==> config.mk <==
export PLATFORM = sky130hd
export DESIGN_NAME = stopwatch_ctrl_flat
export DESIGN_NICKNAME = d
export VERILOG_FILES = /design/src/rtl/stopwatch_pkg.sv /design/src/rtl/stopwatch_ctrl_if.sv /design/src/rtl/stopwatch_ctrl_tick_gen.sv /design/src/rtl/stopwatch_ctrl.sv /design/src/flat_wrapper.sv
export SDC_FILE = /design/constraint.sdc
export NUM_CORES = 1
export LEC_CHECK = 0
export CORE_MARGIN = 5
export CORE_UTILIZATION = 45
export DETAILED_ROUTE_END_ITERATION = 16
export GPL_TIMING_DRIVEN = 0
export PLACE_DENSITY = 0.74
export SETUP_SLACK_MARGIN = 0.4
export SKIP_LAST_GASP = 1
export SLEW_MARGIN = 0
export SYNTH_ARGS = -nofsm -noshare
export SYNTH_HDL_FRONTEND = slang
export SYNTH_SLANG_ARGS = --single-unit
export TNS_END_PERCENT = 5
==> constraint.sdc <==
create_clock -name clk -period 2 [get_ports clk]
set_clock_uncertainty 0.2 [all_clocks]
set_input_delay 0.4 -clock clk [delete_from_list [all_inputs] [get_ports clk]]
set_output_delay 0.4 -clock clk [all_outputs]
set_load 0.01 [all_outputs]
==> src/rtl/stopwatch_pkg.sv <==
// Shared types and constants for the stopwatch sequencing controller.
// Contents: FSM state encoding, seconds bus width, default saturation value,
// and a helper that tells whether a state advances the count.
package stopwatch_pkg;

   localparam int SECONDS_W       = 13;
   localparam int MAX_SECONDS_DEF = 5999;

   typedef enum logic [2:0] {
      IDLE,
      RUN,
      PAUSE,
      LAP,
      FULL
   } sw_state_t;

   function automatic logic is_counting(sw_state_t st);
      return (st == RUN) || (st == LAP);
   endfunction

endpackage

==> src/rtl/stopwatch_ctrl_if.sv <==
// Button-pulse and display-status bundle for the stopwatch controller.
// Signals:
//   start_stop_i, clear_i, lap_i    single-cycle debounced button pulses
//   seconds_o                       seconds value for the MM:SS digit parser
//   running_o, lap_hold_o, full_o   status flags
// Modports: master = button/display side, slave = stopwatch_ctrl.
interface stopwatch_ctrl_if;
   import stopwatch_pkg::*;

   logic                 start_stop_i;
   logic                 clear_i;
   logic                 lap_i;
   logic [SECONDS_W-1:0] seconds_o;
   logic                 running_o;
   logic                 lap_hold_o;
   logic                 full_o;

   modport master (
      output start_stop_i, clear_i, lap_i,
      input  seconds_o, running_o, lap_hold_o, full_o
   );

   modport slave (
      input  start_stop_i, clear_i, lap_i,
      output seconds_o, running_o, lap_hold_o, full_o
   );

endinterface

==> src/rtl/stopwatch_ctrl_tick_gen.sv <==
// Prescaler producing a one-cycle tick every TICK_DIV enabled cycles.
// The phase is held while disabled so pause/resume keeps second length exact.
// Ports:
//   clk, reset_n   system clock, async active-low reset
//   enable_i       prescaler advances while high
//   clear_i        zeroes the prescaler (overrides enable_i)
//   tick_o         high for the enabled cycle in which the prescaler wraps
module tick_gen #(
   parameter int TICK_DIV = 50_000_000
) (
   input  logic clk,
   input  logic reset_n,
   input  logic enable_i,
   input  logic clear_i,
   output logic tick_o
);

   localparam int              PRE_W = (TICK_DIV > 2) ? $clog2(TICK_DIV) : 1;
   localparam logic [PRE_W-1:0] LAST = PRE_W'(TICK_DIV - 1);

   logic [PRE_W-1:0] prescaler;

   assign tick_o = enable_i && (prescaler == LAST);

   always_ff @(posedge clk or negedge reset_n) begin
      if (!reset_n) begin
         prescaler <= '0;
      end else if (clear_i) begin
         prescaler <= '0;
      end else if (enable_i) begin
         if (prescaler == LAST) begin
            prescaler <= '0;
         end else begin
            prescaler <= prescaler + PRE_W'(1);
         end
      end
   end

endmodule

==> src/rtl/stopwatch_ctrl.sv <==
// Stopwatch sequencing controller: elapsed-seconds counter with run, pause,
// lap freeze and saturation, feeding the MM:SS digit parser.
// Ports:
//   clk, reset_n   system clock, async active-low reset
//   sw             button pulses in, seconds value and status flags out
//
// state | meaning
// ------+--------------------------------------------------------------
// IDLE  | count at zero, waiting for start
// RUN   | counting, live value displayed
// PAUSE | count and prescaler phase held
// LAP   | counting, display frozen at lap_value
// FULL  | count saturated at MAX_SECONDS, only clear leaves
module stopwatch_ctrl
   import stopwatch_pkg::*;
#(
   parameter int TICK_DIV    = 50_000_000,
   parameter int MAX_SECONDS = MAX_SECONDS_DEF
) (
   input  logic       clk,
   input  logic       reset_n,
   stopwatch_ctrl_if.slave sw
);

   localparam logic [SECONDS_W-1:0] MAX_C  = SECONDS_W'(MAX_SECONDS);
   localparam logic [SECONDS_W-1:0] LAST_C = SECONDS_W'(MAX_SECONDS - 1);

   sw_state_t            state;
   sw_state_t            state_nxt;
   logic [SECONDS_W-1:0] count;
   logic [SECONDS_W-1:0] lap_value;
   logic                 tick;
   logic                 counting;
   logic                 reach_full;
   logic                 lap_capture;

   assign counting = is_counting(state);

   tick_gen #(.TICK_DIV(TICK_DIV)) u_tick_gen (
      .clk      (clk),
      .reset_n  (reset_n),
      .enable_i (counting),
      .clear_i  (sw.clear_i),
      .tick_o   (tick)
   );

   // Saturation takes precedence over start/stop and lap in the same cycle.
   assign reach_full = tick && (count == LAST_C);

   always_comb begin
      state_nxt   = state;
      lap_capture = 1'b0;
      if (sw.clear_i) begin
         state_nxt = IDLE;
      end else begin
         case (state)
            IDLE: begin
               if (sw.start_stop_i) state_nxt = RUN;
            end
            RUN: begin
               if (reach_full) begin
                  state_nxt = FULL;
               end else if (sw.start_stop_i) begin
                  state_nxt = PAUSE;
               end else if (sw.lap_i) begin
                  state_nxt   = LAP;
                  lap_capture = 1'b1;
               end
            end
            LAP: begin
               if (reach_full) begin
                  state_nxt = FULL;
               end else if (sw.start_stop_i) begin
                  state_nxt = PAUSE;
               end else if (sw.lap_i) begin
                  state_nxt = RUN;
               end
            end
            PAUSE: begin
               if (sw.start_stop_i) state_nxt = RUN;
            end
            FULL:    state_nxt = FULL;
            default: state_nxt = IDLE;
         endcase
      end
   end

   always_ff @(posedge clk or negedge reset_n) begin
      if (!reset_n) begin
         state <= IDLE;
      end else begin
         state <= state_nxt;
      end
   end

   always_ff @(posedge clk or negedge reset_n) begin
      if (!reset_n) begin
         count <= '0;
      end else if (sw.clear_i) begin
         count <= '0;
      end else if (tick && (count < MAX_C)) begin
         count <= count + SECONDS_W'(1);
      end
   end

   // Captures the pre-increment count when a tick lands in the lap cycle.
   always_ff @(posedge clk or negedge reset_n) begin
      if (!reset_n) begin
         lap_value <= '0;
      end else if (sw.clear_i) begin
         lap_value <= '0;
      end else if (lap_capture) begin
         lap_value <= count;
      end
   end

   assign sw.running_o  = counting;
   assign sw.lap_hold_o = (state == LAP);
   assign sw.full_o     = (state == FULL);
   assign sw.seconds_o  = (state == LAP) ? lap_value : count;

endmodule

==> src/flat_wrapper.sv <==
// flat-port wrapper written by rule: the top's interface ports become plain ports
module stopwatch_ctrl_flat import stopwatch_pkg::*;
#(
   parameter int TICK_DIV    = 50_000_000,
   parameter int MAX_SECONDS = MAX_SECONDS_DEF
)
  (clk, reset_n, sw_start_stop_i, sw_clear_i, sw_lap_i, sw_seconds_o, sw_running_o, sw_lap_hold_o, sw_full_o);
  stopwatch_ctrl_if sw_i ();
  input  logic clk;
  input  logic reset_n;
  input wire logic [$bits(sw_i.start_stop_i)-1:0] sw_start_stop_i;
  input wire logic [$bits(sw_i.clear_i)-1:0] sw_clear_i;
  input wire logic [$bits(sw_i.lap_i)-1:0] sw_lap_i;
  output wire logic [$bits(sw_i.seconds_o)-1:0] sw_seconds_o;
  output wire logic [$bits(sw_i.running_o)-1:0] sw_running_o;
  output wire logic [$bits(sw_i.lap_hold_o)-1:0] sw_lap_hold_o;
  output wire logic [$bits(sw_i.full_o)-1:0] sw_full_o;
  assign sw_i.start_stop_i = sw_start_stop_i;
  assign sw_i.clear_i = sw_clear_i;
  assign sw_i.lap_i = sw_lap_i;
  assign sw_seconds_o = sw_i.seconds_o;
  assign sw_running_o = sw_i.running_o;
  assign sw_lap_hold_o = sw_i.lap_hold_o;
  assign sw_full_o = sw_i.full_o;
  stopwatch_ctrl #(.TICK_DIV(TICK_DIV), .MAX_SECONDS(MAX_SECONDS)) u_core (.clk(clk), .reset_n(reset_n), .sw(sw_i));
endmodule
# ---- Word-level counts from Yosys, hierarchy flattened
# Index checks and enable logic that the tools add are counted.
dict set report totals {
  regBits 55
  in_bits 5
  output_inout_bits 16
  wordCells 48
}
dict set report op_classes {
  addsub 2
  n_lt_le_gt_ge 1
  n_eq_ne 9
  mux 22
  reduce_logical 10
}
# cell n
set ops {}
lappend ops {{two-way mux 26 bit} 3}
lappend ops {{two-way mux 13 bit} 5}
lappend ops {{adder 26 x 1 -> 26 bit, second input constant} 1}
lappend ops {{equality test 26 bit, second input constant} 1}
lappend ops {{two-way mux 3 bit} 8}
lappend ops {{adder 13 x 1 -> 13 bit, second input constant} 1}
lappend ops {{equality test 13 bit, second input constant} 1}
lappend ops {{less-than comparator 13 bit, second input constant} 1}
lappend ops {{case mux 3 bit (4 select lines)} 1}
lappend ops {{!= test 5 x 4 -> 1 bit, second input constant} 2}
lappend ops {{equality test 3 x 2 -> 1 bit, second input constant} 2}
lappend ops {{nonzero test 2 bit} 3}
lappend ops {{two-way mux 1 bit} 5}
lappend ops {{equality test 3 x 1 -> 1 bit, second input constant} 1}
lappend ops {{equality test 3 bit, second input constant} 1}
lappend ops {{logical AND 1 bit} 3}
lappend ops {{zero test 3 bit} 1}
lappend ops {{!= test 3 x 1 -> 1 bit, second input constant} 1}
lappend ops {{AND reduction 3 bit} 1}
lappend ops {{OR reduction 2 bit} 1}
lappend ops {{logical OR 1 bit} 1}

# ---- Logic depth before layout (Yosys ltp)
dict set report logic_depth {
  depth_word 9
  mapped_depth 8
  mapped_depth_nobuf 7
}

# ---- Modules after synthesis
# From an unflattened synthesis, not the netlist that was laid out.
dict set report unflattened {
  hier_cells 336
  hier_area_um2 3189.3
}
# module n_inst cells_per_inst area_each_um2
set modules_own_cells {}
lappend modules_own_cells {stopwatch_ctrl 1 163 1637.8}
lappend modules_own_cells {tick_gen 1 173 1551.5}

# ---- Worst setup path before layout
# No wires, ideal clock.
dict set report synth_path {
  path_type {register -> output}
  startpoint {reg u_core.state[0]}
  endpoint {out sw_seconds_o[0]}
  t_arrival_ns 1.575
  required_ns 1.400
  slack_ns -0.175
  path_stages_with_launch 7
  n_path_buf 1
  cell_sequence {dfrtp_1 nand2b_2 clkinv_1 nand2_1 buf_2 inv_1 o21ai_0}
}
dict set report synth_via {
  elab_chain_len 2
}
# item line
set synth_rtl {}
lappend synth_rtl {{from (decl)} stopwatch_ctrl.sv:28} ;# sw_state_t state;
lappend synth_rtl {{from (signal assigned)} stopwatch_ctrl.sv:92} ;# state <= state_nxt;
lappend synth_rtl {{equality test 3 x 2 -> 1 bit} --}
lappend synth_rtl {{net sw_lap_hold_o} flat_wrapper.sv:16} ;# output wire logic [$bits(sw_i.lap_hold_o)-1:0] sw_lap_hold_o;
lappend synth_rtl {{two-way mux 13 bit} stopwatch_ctrl.sv:120} ;# assign sw.seconds_o = (state == LAP) ? lap_value : count;
lappend synth_rtl {{to (decl)} flat_wrapper.sv:14} ;# output wire logic [$bits(sw_i.seconds_o)-1:0] sw_seconds_o;
# The timed path passes the listed nets, and every way through them passes these cells.

# ---- Worst setup path after layout
dict set report layout_path {
  startpoint {reg u_core.state[2]}
  endpoint {out sw_seconds_o[11]}
}
dict set report layout_via {
  elab_chain_len 2
}
# item line
set layout_rtl {}
lappend layout_rtl {{equality test 3 x 2 -> 1 bit} stopwatch_ctrl.sv:120}
lappend layout_rtl {{two-way mux 13 bit} stopwatch_ctrl.sv:120}
# Every way passes these cells.

==> results.md <==
- Outcome: finished with violations
- Violated checks: setup timing
- Vias per cell: 6.05
- Clock Root Buffer: clkbuf_8
- H-Tree Depth: 2
- Ant diodes: 0
- Synthesized instance count: 317
- Non-Filler Instances: 440
- First-pass GRT wire length: 12400 µm
- Mapped Avg Cell Area: 9.79 µm²
- Vias: 2662
- Hold Path Class: flop to flop
- Leading area contributor after synthesis: dfrtp_1
- Fmax: 440 MHz
- Final Cycle Share: 114%
- WP data required: 1.40 ns
- Maximum vdd drop: 0.284 mV
- # clock sinks: 55
- Max-slew violations: 0
- Yosys reg bits: 55
- Nets: 367
- Routability cong.: 0.868
- YS warnings: 0
- Clock edge transition at the registers on the reported setup and hold paths: 0.09 ns
- Crit path capture type: primary output
- Syn Nets: 325
- Synth Flop Type: dfrtp_1
- EDFF count, synth: 0
- Initial Util: 45.9%
- Crit path DAT: 1.67 ns
- Most frequent cell after synthesis: dfrtp_1
- Total Routed Length: 7280 µm
- Dominant cells by area after synthesis: dfrtp_1 44%, mux2_2 4.0%, a22o_1 4.0%
- Core ar.: 0.00676 mm²
- GRT Total Usage: 17.7%
- Pleak: 1.63 nW
- Clock period minus worst slack: 2.27 ns
- Vias in the first global route: 2550
- Utilization after layout: 55.7%
- DR iter-0 viols: 131
- Startpoint types: flop
- Number of routed nets with antenna violations: 0
- # port buffers: 19
- Synthesized area: 0.00310 mm²
- Fin Setup TNS: -7.32 ns
- Worst-case clock buffer depth: 2
- Final number of setup-violating endpoints: 59
- Largest net degree at the start of global routing: 34
- PwrDens: 499 mW/mm²
- Top-Level Pins: 21
- Initial antenna violation count: 0
- Post-Place Worst Slack: -0.441 ns
- Final Hold Vio Count: 0
- Post-synth top cells: 55 x dfrtp_1, 29 x nor2_1, 23 x nand2_1, 17 x nand3_1, 16 x a21oi_1
- CTS tree: done
- Async set or reset register ratio after synthesis: 100%
- Critical path type: flop to primary output
- Cells after DPL: 417
- Fraction of layout cells with a size suffix above 1: 23.6%
- WL/cell: 16.5 µm
- # rows: 30
- Cell variety after synth: 49
- Worst-Margin Slew: 0.690 ns
- Max-Cap Viols: 0
- Skew-Pair Late Insertion Delay: 0.31 ns
- Top cell type's share of synthesized area: 44.4%
- Share of the yosys chip area belonging to registers: 44.4%
- CP max FO: 5
- Drt pass-1 iters: 4
- Area Overhead vs Synth: 21.4%
- Final WS setup: -0.271 ns
- DRC: 0
- Total congestion overflow: 0
- Die height: 93.0 µm
- Die width: 93.0 µm
- CTS Buf Count: 5
- Rel. slew slack: 54.0%
- Hpwl dp: 4900 µm
- RSZ-0062 raised after global routing: true
- Die ar.: 0.00866 mm²
repair_timing:
| action | CTS | global route |
|---|---|---|
| hold buffers | 1 | 0 |
| pin swaps | 1 | 4 |
| resized for setup | 64 | 18 |
| cloned | 1 | 0 |
| endpoints found under the hold margin | 22 | 0 |
| setup buffers | 6 | 7 |
| endpoints found under the setup margin | 71 | 71 |
metrics by stage:
stage,area (µm²),hold slack (ns),power [W]
final,3770,0.303,0.00188
after detailed placement,3500,0.213,0.00128
after CTS,3650,0.308,0.00189
after global placement,3490,0.279,0.00127
after floorplan,3200,-0.0956,0.00122
after global routing,3770,0.321,0.00195
path summary, 6_finish.rpt:
kind,start,cells past startpoint,slack [ns],to
min in group asynchronous,reset_n,2,0.40,u_core.lap_value[7]
worst min register to register,u_core.lap_value[3],1,0.30,u_core.lap_value[3]
max in group asynchronous,reset_n,3,0.61,u_core.u_tick_gen.prescaler[4]
worst max register to register,u_core.u_tick_gen.prescaler[0],8,-0.24,u_core.count[10]
worst max-delay path,u_core.state[2],7,-0.27,sw_seconds_o[11]
worst min-delay path,u_core.lap_value[3],1,0.30,u_core.lap_value[3]
cell usage in the layout (no fill, tap or decap), drive strengths merged, types with 11 or more instances in the layout:
cell	n
nand4	17
dfrtp	55
mux2	11
clkbuf	12
a21oi	16
buf	34
nor2	29
nand3	18
xor2	13
o21ai	14
a22o	14
nand2	23
worst max-delay path, cell delays in order, from the launching register on:
cell and delay [ns]:
dfrtp_1 0.40, nand2b_4 0.16, clkinv_4 0.07, nand2_8 0.06, buf_6 0.13, buf_12 0.12
mux2_4 0.29, buf_6 0.12
final cells by class:
cell class	instances	area, µm²
flip-flops and latches	55	1380
fillers	594	2990
multi-input cells	241	1760
clock inverters	1	5.00
clock buffers	7	76.3
inverters	10	50.0
well taps	80	100
repair buffers	35	312
plain buffers	11	83.8
registers in the layout (all words and copies together) (netlist names):
signal                       count
u_core.u_tick_gen.prescaler     26
u_core.count                    13
u_core.state                     3
u_core.lap_value                13
per-layer routing:
| layer | routed length, µm | global-route usage [%] |
|---|---|---|
| met2 | 3690 | 29.4 |
| met1 | 3240 | 23.7 |
| met3 | 289 | 3.54 |
| met5 | 0 | 0 |
| met4 | 64 | 4.52 |
logic make-up (layout without fill, tap and decap cells):
family                   count (synthesis)  after routing  synth area share (%)
flip-flops                              55             55                  44.4
multiplexers                            13             13                  4.64
AO/OA/AOI/OAI                           63             63                  14.2
XOR/XNOR                                19             19                  5.36
adder cells (fa/ha/maj)                  3              3                  1.21
buffers and inverters                   21             64                  3.27
AND/OR/NAND/NOR                        143            143                  27.0
power breakdown:
| group | total, W | internal [W] | switching, W |
|---|---|---|---|
| clock | 0.000603 | 0.000247 | 0.000356 |
| sequential | 0.00114 | 0.00112 | 0.0000155 |
| combinational | 0.000139 | 0.0000498 | 0.0000888 |
Power figures use the tool's default switching activity.
